### config.mk
export PLATFORM = sky130hd
export DESIGN_NAME = uart_tx_serializer
export DESIGN_NICKNAME = d
export VERILOG_FILES = /design/src/rtl/uart_pkg.sv /design/src/rtl/uart_baud_tick.sv /design/src/rtl/uart_tx_serializer.sv
export SDC_FILE = /design/constraint.sdc
export NUM_CORES = 1
export LEC_CHECK = 0
export CAP_MARGIN = 5
export CORE_MARGIN = 2
export CORE_UTILIZATION = 50
export DETAILED_ROUTE_END_ITERATION = 12
export GPL_TIMING_DRIVEN = 0
export PLACE_DENSITY = 0.71
export SLEW_MARGIN = 10
export SYNTH_ARGS = -nofsm -noshare
export SYNTH_HDL_FRONTEND = slang
export SYNTH_SLANG_ARGS = --single-unit
### constraint.sdc
create_clock -name input_clk -period 4.9 [get_ports input_clk]
set_input_delay 0.49 -clock input_clk [delete_from_list [all_inputs] [get_ports input_clk]]
set_output_delay 0.49 -clock input_clk [all_outputs]
set_load 0.01 [all_outputs]
### src/rtl/uart_pkg.sv
// rtl/uart_pkg.sv - shared UART state encoding and baud divisor helper.
package uart_pkg;

   typedef enum logic [2:0] {
      IDLE,
      START,
      DATA,
      PARITY,
      STOP
   } uart_tx_state_t;

   // Rounded to the nearest whole input_clk cycle; the receiver uses the same divisor.
   function automatic int unsigned baud_div(input int unsigned clk_khz, input int unsigned baud);
      return (clk_khz * 32'd1000 + baud / 32'd2) / baud;
   endfunction

endpackage

### src/rtl/uart_baud_tick.sv
// rtl/uart_baud_tick.sv - one-cycle tick every DIV input_clk cycles, restarted by clear.
module uart_baud_tick #(
   parameter int unsigned DIV = 10
) (
   input  logic input_clk,
   input  logic reset,
   input  logic clear,
   output logic tick
);

   localparam int unsigned CW = (DIV > 1) ? $clog2(DIV) : 1;
   localparam logic [CW-1:0] LAST = CW'(DIV - 1);

   logic [CW-1:0] cnt_q, cnt_d;

   always_comb begin
      tick = (cnt_q == LAST);
      if (clear || tick) begin
         cnt_d = '0;
      end else begin
         cnt_d = cnt_q + CW'(1);
      end
   end

   always_ff @(posedge input_clk or posedge reset) begin
      if (reset) begin
         cnt_q <= '0;
      end else begin
         cnt_q <= cnt_d;
      end
   end

endmodule

### src/rtl/uart_tx_serializer.sv
// rtl/uart_tx_serializer.sv - UART transmit serializer: start, 8 data LSB first, optional parity, stop bits.
// Optional parity bit enabled by defining UART_TX_PARITY_EN.
module uart_tx_serializer
   import uart_pkg::*;
#(
   parameter int unsigned INPUT_CLK_KHZ = 100_000,
   parameter int unsigned BAUD_RATE     = 9600,
   parameter int unsigned STOP_BITS     = 1,
   parameter int unsigned PARITY_ODD    = 0
) (
   input  logic       input_clk,
   input  logic       reset,
   input  logic [7:0] tx_data,
   input  logic       tx_valid,
   output logic       tx_ready,
   output logic       tx,
   output logic       tx_busy,
   output logic       tx_done
);

   localparam int unsigned BAUD_DIV  = baud_div(INPUT_CLK_KHZ, BAUD_RATE);
   localparam logic        LAST_STOP = 1'(STOP_BITS - 1);

   if (STOP_BITS != 1 && STOP_BITS != 2) begin : g_bad_stop_bits
      $error("uart_tx_serializer: STOP_BITS must be 1 or 2");
   end
   if (PARITY_ODD > 1) begin : g_bad_parity_odd
      $error("uart_tx_serializer: PARITY_ODD must be 0 or 1");
   end

   uart_tx_state_t state_q, state_d;
   logic [7:0] shreg_q, shreg_d;
   logic [2:0] bit_cnt_q, bit_cnt_d;
   logic       stop_cnt_q, stop_cnt_d;
   logic       tx_q, tx_d;
   logic       ready_q, ready_d;
   logic       busy_q, busy_d;
   logic       done_q, done_d;
   logic       tick;
   logic       clear;
   logic       accept;
`ifdef UART_TX_PARITY_EN
   logic       parity_q, parity_d;
`endif

   assign accept = tx_valid & ready_q;
   // Holding the divider in reset while idle makes the start bit exactly BAUD_DIV cycles long.
   assign clear  = (state_q == IDLE);

   uart_baud_tick #(
      .DIV(BAUD_DIV)
   ) u_baud_tick (
      .input_clk(input_clk),
      .reset    (reset),
      .clear    (clear),
      .tick     (tick)
   );

   always_comb begin
      state_d    = state_q;
      shreg_d    = shreg_q;
      bit_cnt_d  = bit_cnt_q;
      stop_cnt_d = stop_cnt_q;
      done_d     = 1'b0;
`ifdef UART_TX_PARITY_EN
      parity_d   = parity_q;
`endif
      case (state_q)
         IDLE: begin
            if (accept) begin
               state_d    = START;
               shreg_d    = tx_data;
               bit_cnt_d  = '0;
               stop_cnt_d = 1'b0;
`ifdef UART_TX_PARITY_EN
               parity_d   = ^tx_data ^ 1'(PARITY_ODD);
`endif
            end
         end
         START: begin
            if (tick) state_d = DATA;
         end
         DATA: begin
            if (tick) begin
               if (bit_cnt_q == 3'd7) begin
`ifdef UART_TX_PARITY_EN
                  state_d = PARITY;
`else
                  state_d = STOP;
`endif
               end else begin
                  bit_cnt_d = bit_cnt_q + 3'd1;
                  shreg_d   = {1'b0, shreg_q[7:1]};
               end
            end
         end
         PARITY: begin
            if (tick) state_d = STOP;
         end
         STOP: begin
            if (tick) begin
               if (stop_cnt_q == LAST_STOP) begin
                  state_d = IDLE;
                  done_d  = 1'b1;
               end else begin
                  stop_cnt_d = 1'b1;
               end
            end
         end
         default: state_d = IDLE;
      endcase

      // Outputs are decoded from the next state so every output is a flop.
      ready_d = (state_d == IDLE);
      busy_d  = (state_d != IDLE);
      case (state_d)
         START:   tx_d = 1'b0;
         DATA:    tx_d = shreg_d[0];
`ifdef UART_TX_PARITY_EN
         PARITY:  tx_d = parity_d;
`endif
         default: tx_d = 1'b1;
      endcase
   end

   always_ff @(posedge input_clk or posedge reset) begin
      if (reset) begin
         state_q    <= IDLE;
         shreg_q    <= '0;
         bit_cnt_q  <= '0;
         stop_cnt_q <= 1'b0;
         tx_q       <= 1'b1;
         ready_q    <= 1'b0;
         busy_q     <= 1'b0;
         done_q     <= 1'b0;
`ifdef UART_TX_PARITY_EN
         parity_q   <= 1'b0;
`endif
      end else begin
         state_q    <= state_d;
         shreg_q    <= shreg_d;
         bit_cnt_q  <= bit_cnt_d;
         stop_cnt_q <= stop_cnt_d;
         tx_q       <= tx_d;
         ready_q    <= ready_d;
         busy_q     <= busy_d;
         done_q     <= done_d;
`ifdef UART_TX_PARITY_EN
         parity_q   <= parity_d;
`endif
      end
   end

   assign tx       = tx_q;
   assign tx_ready = ready_q;
   assign tx_busy  = busy_q;
   assign tx_done  = done_q;

endmodule

### After elaboration in Yosys (flattened, before gate mapping)

Cells that the tools add are included.
Widths: inputs -> output; s select.

* add/subtract/negate cells: 2
* equal/unequal tests: 12
* $mul: 0
* shift-type cells: 0
* divide/modulo/power cells: 0
* muxes and demuxes: 25
* reduce and logical (&&, ||, !) cells: 8
* bitwise logic cells: 1
* magnitude comparators: 0

Operator list (count)
* $mux 3: 10
* $mux 8: 3
* $pmux 8 s2: 1
* $pmux 3 s5: 1
* $add 14x1->14 const B: 1
* $eq 14x14->1 const B: 1
* $mux 14: 1
* $eq 3x2->1 const B: 3
* $ne 2x2->1 const B: 4
* $eq 3x1->1 const B: 2
* $eq 3x3->1 const B: 2
* $logic_not 3->1: 2
* $mux 1: 6
* $pmux 3 s2: 1
* $pmux 1 s2: 2
* $reduce_and 4->1: 1
* $reduce_bool 2->1: 2
* $add 3x1->3 const B: 1
* $reduce_and 3->1: 1
* $reduce_bool 3->1: 1
* $and 1x1->1: 1
* $logic_or 1x1->1: 1

* bits in read-only memories: 0
* memories: 0
* memory bits (writable): 0
* bits of input ports: 11
* output and inout bits: 4
* latch bits: 0
* logic and storage cells: 58
* bits in registers: 33

### Longest topological paths before layout

* depth in word-level cells: 6
* gate-level depth with buffers: 8
* depth with buffers taken out: 7

### Modules after synthesis

A second synthesis with hierarchy kept.

* cells, all modules: 145
* area, all modules: 1534.0 µm²

Modules (own cells, without submodules)
* uart_tx_serializer: times used 1, cells each 70, seq. area each 451.7 µm², area each 815.8 µm²
* uart_baud_tick: times used 1, cells each 75, seq. area each 350.3 µm², area each 718.2 µm²

### Worst setup path before layout

OpenSTA, ideal clock, no wires.

* kind: input to register
* start point: in u_baud_tick.cnt_q[0]
* end point: reg shreg_q[0]
* library setup time: 124 ps
* cell stages on the path: 7
* required time: 4776 ps
* slack: 3135 ps
* buffers on the path: 0
* arrival time: 1641 ps
* cell sequence: dfrtp_1 > inv_1 > ha_1 > nor4b_4 > nand4_4 > o311a_1 > a211o_2

* word-level cells in the longest chain between the ends: 3

RTL lines
* from (decl): RTL line uart_baud_tick.sv:14 `logic [CW-1:0] cnt_q, cnt_d;`
* $eq 14x14->1: RTL line uart_baud_tick.sv:17 `tick = (cnt_q == LAST);`
* $mux 8: RTL line uart_tx_serializer.sv:84 `if (tick) begin`
* $pmux 8 s2: RTL line uart_tx_serializer.sv:68 `case (state_q)`
* named net shreg_d[0]: RTL line uart_tx_serializer.sv:32 `logic [7:0] shreg_q, shreg_d;`
* to (signal assigned): RTL line uart_tx_serializer.sv:141 `shreg_q <= shreg_d;`
* to (decl): RTL line uart_tx_serializer.sv:32

The timed path passes the listed nets, and every way through them passes these cells. The select of a mux whose other input is x is not followed.
A chain may end at the register's enable or synchronous reset.

### Worst setup path after layout

* start point: in u_baud_tick.cnt_q[0]
* end point: reg tx_q (netlist: tx)

* word-level cells in the longest chain between the ends: 5
* elaborated cells between the ends (all ways): 11
* classes of those cells: 3 x eq/ne; 8 x mux

RTL lines
* $eq 14x14->1 *: RTL line uart_baud_tick.sv:17
* $mux 3 (on tied branches)
* $pmux 3 s5: RTL line uart_tx_serializer.sv:68
* $eq 3x2->1 or $eq 3x1->1 (tied branches): RTL line uart_tx_serializer.sv:116 `case (state_d)`
* $pmux 1 s2 *: RTL line uart_tx_serializer.sv:116
* named net tx_d: RTL line uart_tx_serializer.sv:35 `logic tx_q, tx_d;`
* to (signal assigned): RTL line uart_tx_serializer.sv:144 `tx_q <= tx_d;`
* to (decl): RTL line uart_tx_serializer.sv:35

The timed path passes the listed nets; every way through them passes the cells marked *. The select of a mux whose other input is x is not followed.

==> out/metrics.csv <==
metric,value,unit
outcome,"finished, final reports clean",
leakage,0.827,nW
postSynthCellCount,151,
worst_path_max_delay_cell,dfrtp_1,
initial_core_util,0.521,
maxSlewViolCount,0,
clk-insertion-delay-late,0.32,ns
grt_usage,0.180,
area_growth_syn_to_layout,16.1,%
reg2reg_to,tx,
power_density,235,nW/um^2
crit_chain,inv_1 -> ha_1 -> nor4b_4 -> and4_2 -> xnor2_1 -> a2bb2oi_1 -> mux2i_1,
rrSetupSlack,2.98,ns
path_class,reg2reg,
synth_seq_area_share,0.508,
fin_crit,1.92,ns
grt_max_degree,33,
die_h,60.2,um
tritoncts,done,
clk_pin_slew,0.09,ns
synth.net_count,166,
r2r_cells,7,
die_w,60.2,um
hold_viol,0,
ctsResizeCount,0,
insertedDiodeCount,0,
portBuffers,14,
wl,2670,um
drv_cap,0,
num_vias,1089,
synthTopCellsByArea,"dfrtp_1, nand2_1, nor2_1",
yosysUniqueCellTypes,37,
wl_per_cell,12.3,um
start_kind,register,
fin_worst_skew,0.00345,ns
crit_family,simple AND/OR/NAND/NOR gates,
gp_congestion,0.759,
vias_per_cell,5.02,
drive_above_1_share,0.121,
synth_area,1580,sq um
clkSinkCount,32,
fp-row-count,20,
yosysTopAreaCell,dfrtp_1,
ir_drop,0.000183,V
worstHoldStart,shreg_q[3],
grt_pass1_wl,4750,um
cp.required,5.15,ns
io_pins,15,
grt_overflow,0,
drt_iter0_drc,33,
setup_viol,0,
netlist.area_leader.share,0.491,
post-route-period-util,0.393,
dr.pass1.iters,4,
worst_slew_pin_slew,0.649,ns
slew_headroom,0.567,
crit_buf_inv,1,
cp_max_fo,5,
synth.avg_cell_area,10.5,sq um
htree_levels,2,
final_cell_mix,"dfrtp_1, nand2_1, nor2_1",
cts_buffers,5,
holdCritPathClass,reg2reg,
endpoint_kind,register,
hold_buffers,0,
setup_tns,0,ns
antenna_found_initial,0,
yosysWarnings,0,
postRouteAntennaNets,0,
grt_pass1_vias,1107,
dp_hpwl,1930,um
clock_path_buffers,2,
core_area,3030,sq um
hold-path-cell-count,2,
finalInstanceArea,1830,sq um
slowest_delay,0.42,ns
nets,187,
whs_endpoint,shreg_q[3],
drc,0,
die_area,3620,sq um
synth-seq-cells,32,
placed_area,1770,sq um
timing.rr.start,u_baud_tick.cnt_q[0],
fillers,247,
layout_commonest_cell,dfrtp_1,
crit_arrival,2.17,ns
cts-root-buf,clkbuf_4,
cts_setup_buffers,0,
rsz0062_at_grt,no,
fmax,0.520,GHz
worst min-delay path, stage by stage (launching register included):
cell	delay (ns)
dfrtp_1	0.36
nand2_1	0.05
nand2_1	0.05
through the flow:
stage / cells / util / hold slack (ns) / total power [mW] / worst slack, ns
finish: 217 / 0.605 / 0.486 / 0.430 / 2.98
global route: 217 / 0.605 / 0.519 / 0.454 / 2.76
CTS: 217 / 0.605 / 0.491 / 0.436 / 2.95
detailed placement: 209 / 0.586 / 0.469 / 0.282 / 2.98
global placement: 209 / 0.586 / 0.461 / 0.282 / 2.99
floorplan: 151 / - / 0.447 / 0.273 / 3.13
Yosys cell counts, drive strengths merged:
master / n
nand2: 23
dfrtp: 31
mux2: 1
nor2: 18
inv: 8
and3: 2
nor3: 7
o311a: 1
mux2i: 1
xnor2: 7
and2: 2
and3b: 1
o21ai: 6
xor2: 6
a21oi: 1
o211ai: 1
nand2b: 2
a22oi: 6
nor4b: 1
buf: 1
a2111oi: 1
ha: 4
or3b: 1
clkbuf: 2
a211o: 1
and4b: 1
dfstp: 1
a2bb2oi: 1
nand3: 5
nand4: 5
and4: 2
nor3b: 1
flip-flops by register name (all words and copies together), names as in the netlist:
| signal | flops |
|---|---|
| tx_busy | 1 |
| u_baud_tick.cnt_q | 14 |
| state_q | 3 |
| tx | 1 |
| tx_ready | 1 |
| tx_done | 1 |
| shreg_q | 8 |
| bit_cnt_q | 3 |
layout make-up:
type / instances / area [sq um] / area share
Sequential cell: 32 / 802 / 0.438
Multi-Input combinational cell: 108 / 724 / 0.395
Timing Repair Buffer: 14 / 140 / 0.0765
Clock buffer: 8 / 58.8 / 0.0321
Tap cell: 44 / 55.1 / 0.0300
Inverter: 8 / 30.0 / 0.0164
Buffer: 3 / 22.5 / 0.0123
routing by layer:
| metal | up-vias | GRT usage | part of all wire |
|---|---|---|---|
| met2 | 17 | 0.284 | 0.46 |
| met1 | 508 | 0.233 | 0.49 |
| met3 | 4 | 0.0519 | 0.032 |
| met5 | - | 0 | 0 |
| met4 | 0 | 0.0667 | 0.013 |
| li1 | 560 | - | - |
cell families after synthesis:
| group | share of synthesized area |
|---|---|
| buffers and inverters | 0.0333 |
| adder cells (fa/ha/maj) | 0.0317 |
| multiplexers | 0.0135 |
| AO/OA/AOI/OAI | 0.0935 |
| XOR/XNOR | 0.0721 |
| flip-flops | 0.508 |
| AND/OR/NAND/NOR | 0.248 |
where the power goes:
group          switching [mW]  internal [mW]  leakage, nW
clock network          0.0824         0.0708       0.0326
registers                   0          0.264        0.419
logic                 0.00598        0.00703        0.376
total                  0.0884          0.342        0.827
how the worst max path moves through the flow:
stage,depth (start not counted),from,end,slack (ns)
3_3_place_gp,7,u_baud_tick.cnt_q[0],tx,2.99
5_1_grt,7,u_baud_tick.cnt_q[0],u_baud_tick.cnt_q[12],2.76
4_1_cts,7,u_baud_tick.cnt_q[0],u_baud_tick.cnt_q[11],2.95
6_report,7,u_baud_tick.cnt_q[0],tx,2.98
3_5_place_dp,2,reset,tx_done,2.98
2_1_floorplan,6,u_baud_tick.cnt_q[0],shreg_q[0],3.13
Power figures use the tool's default switching activity.
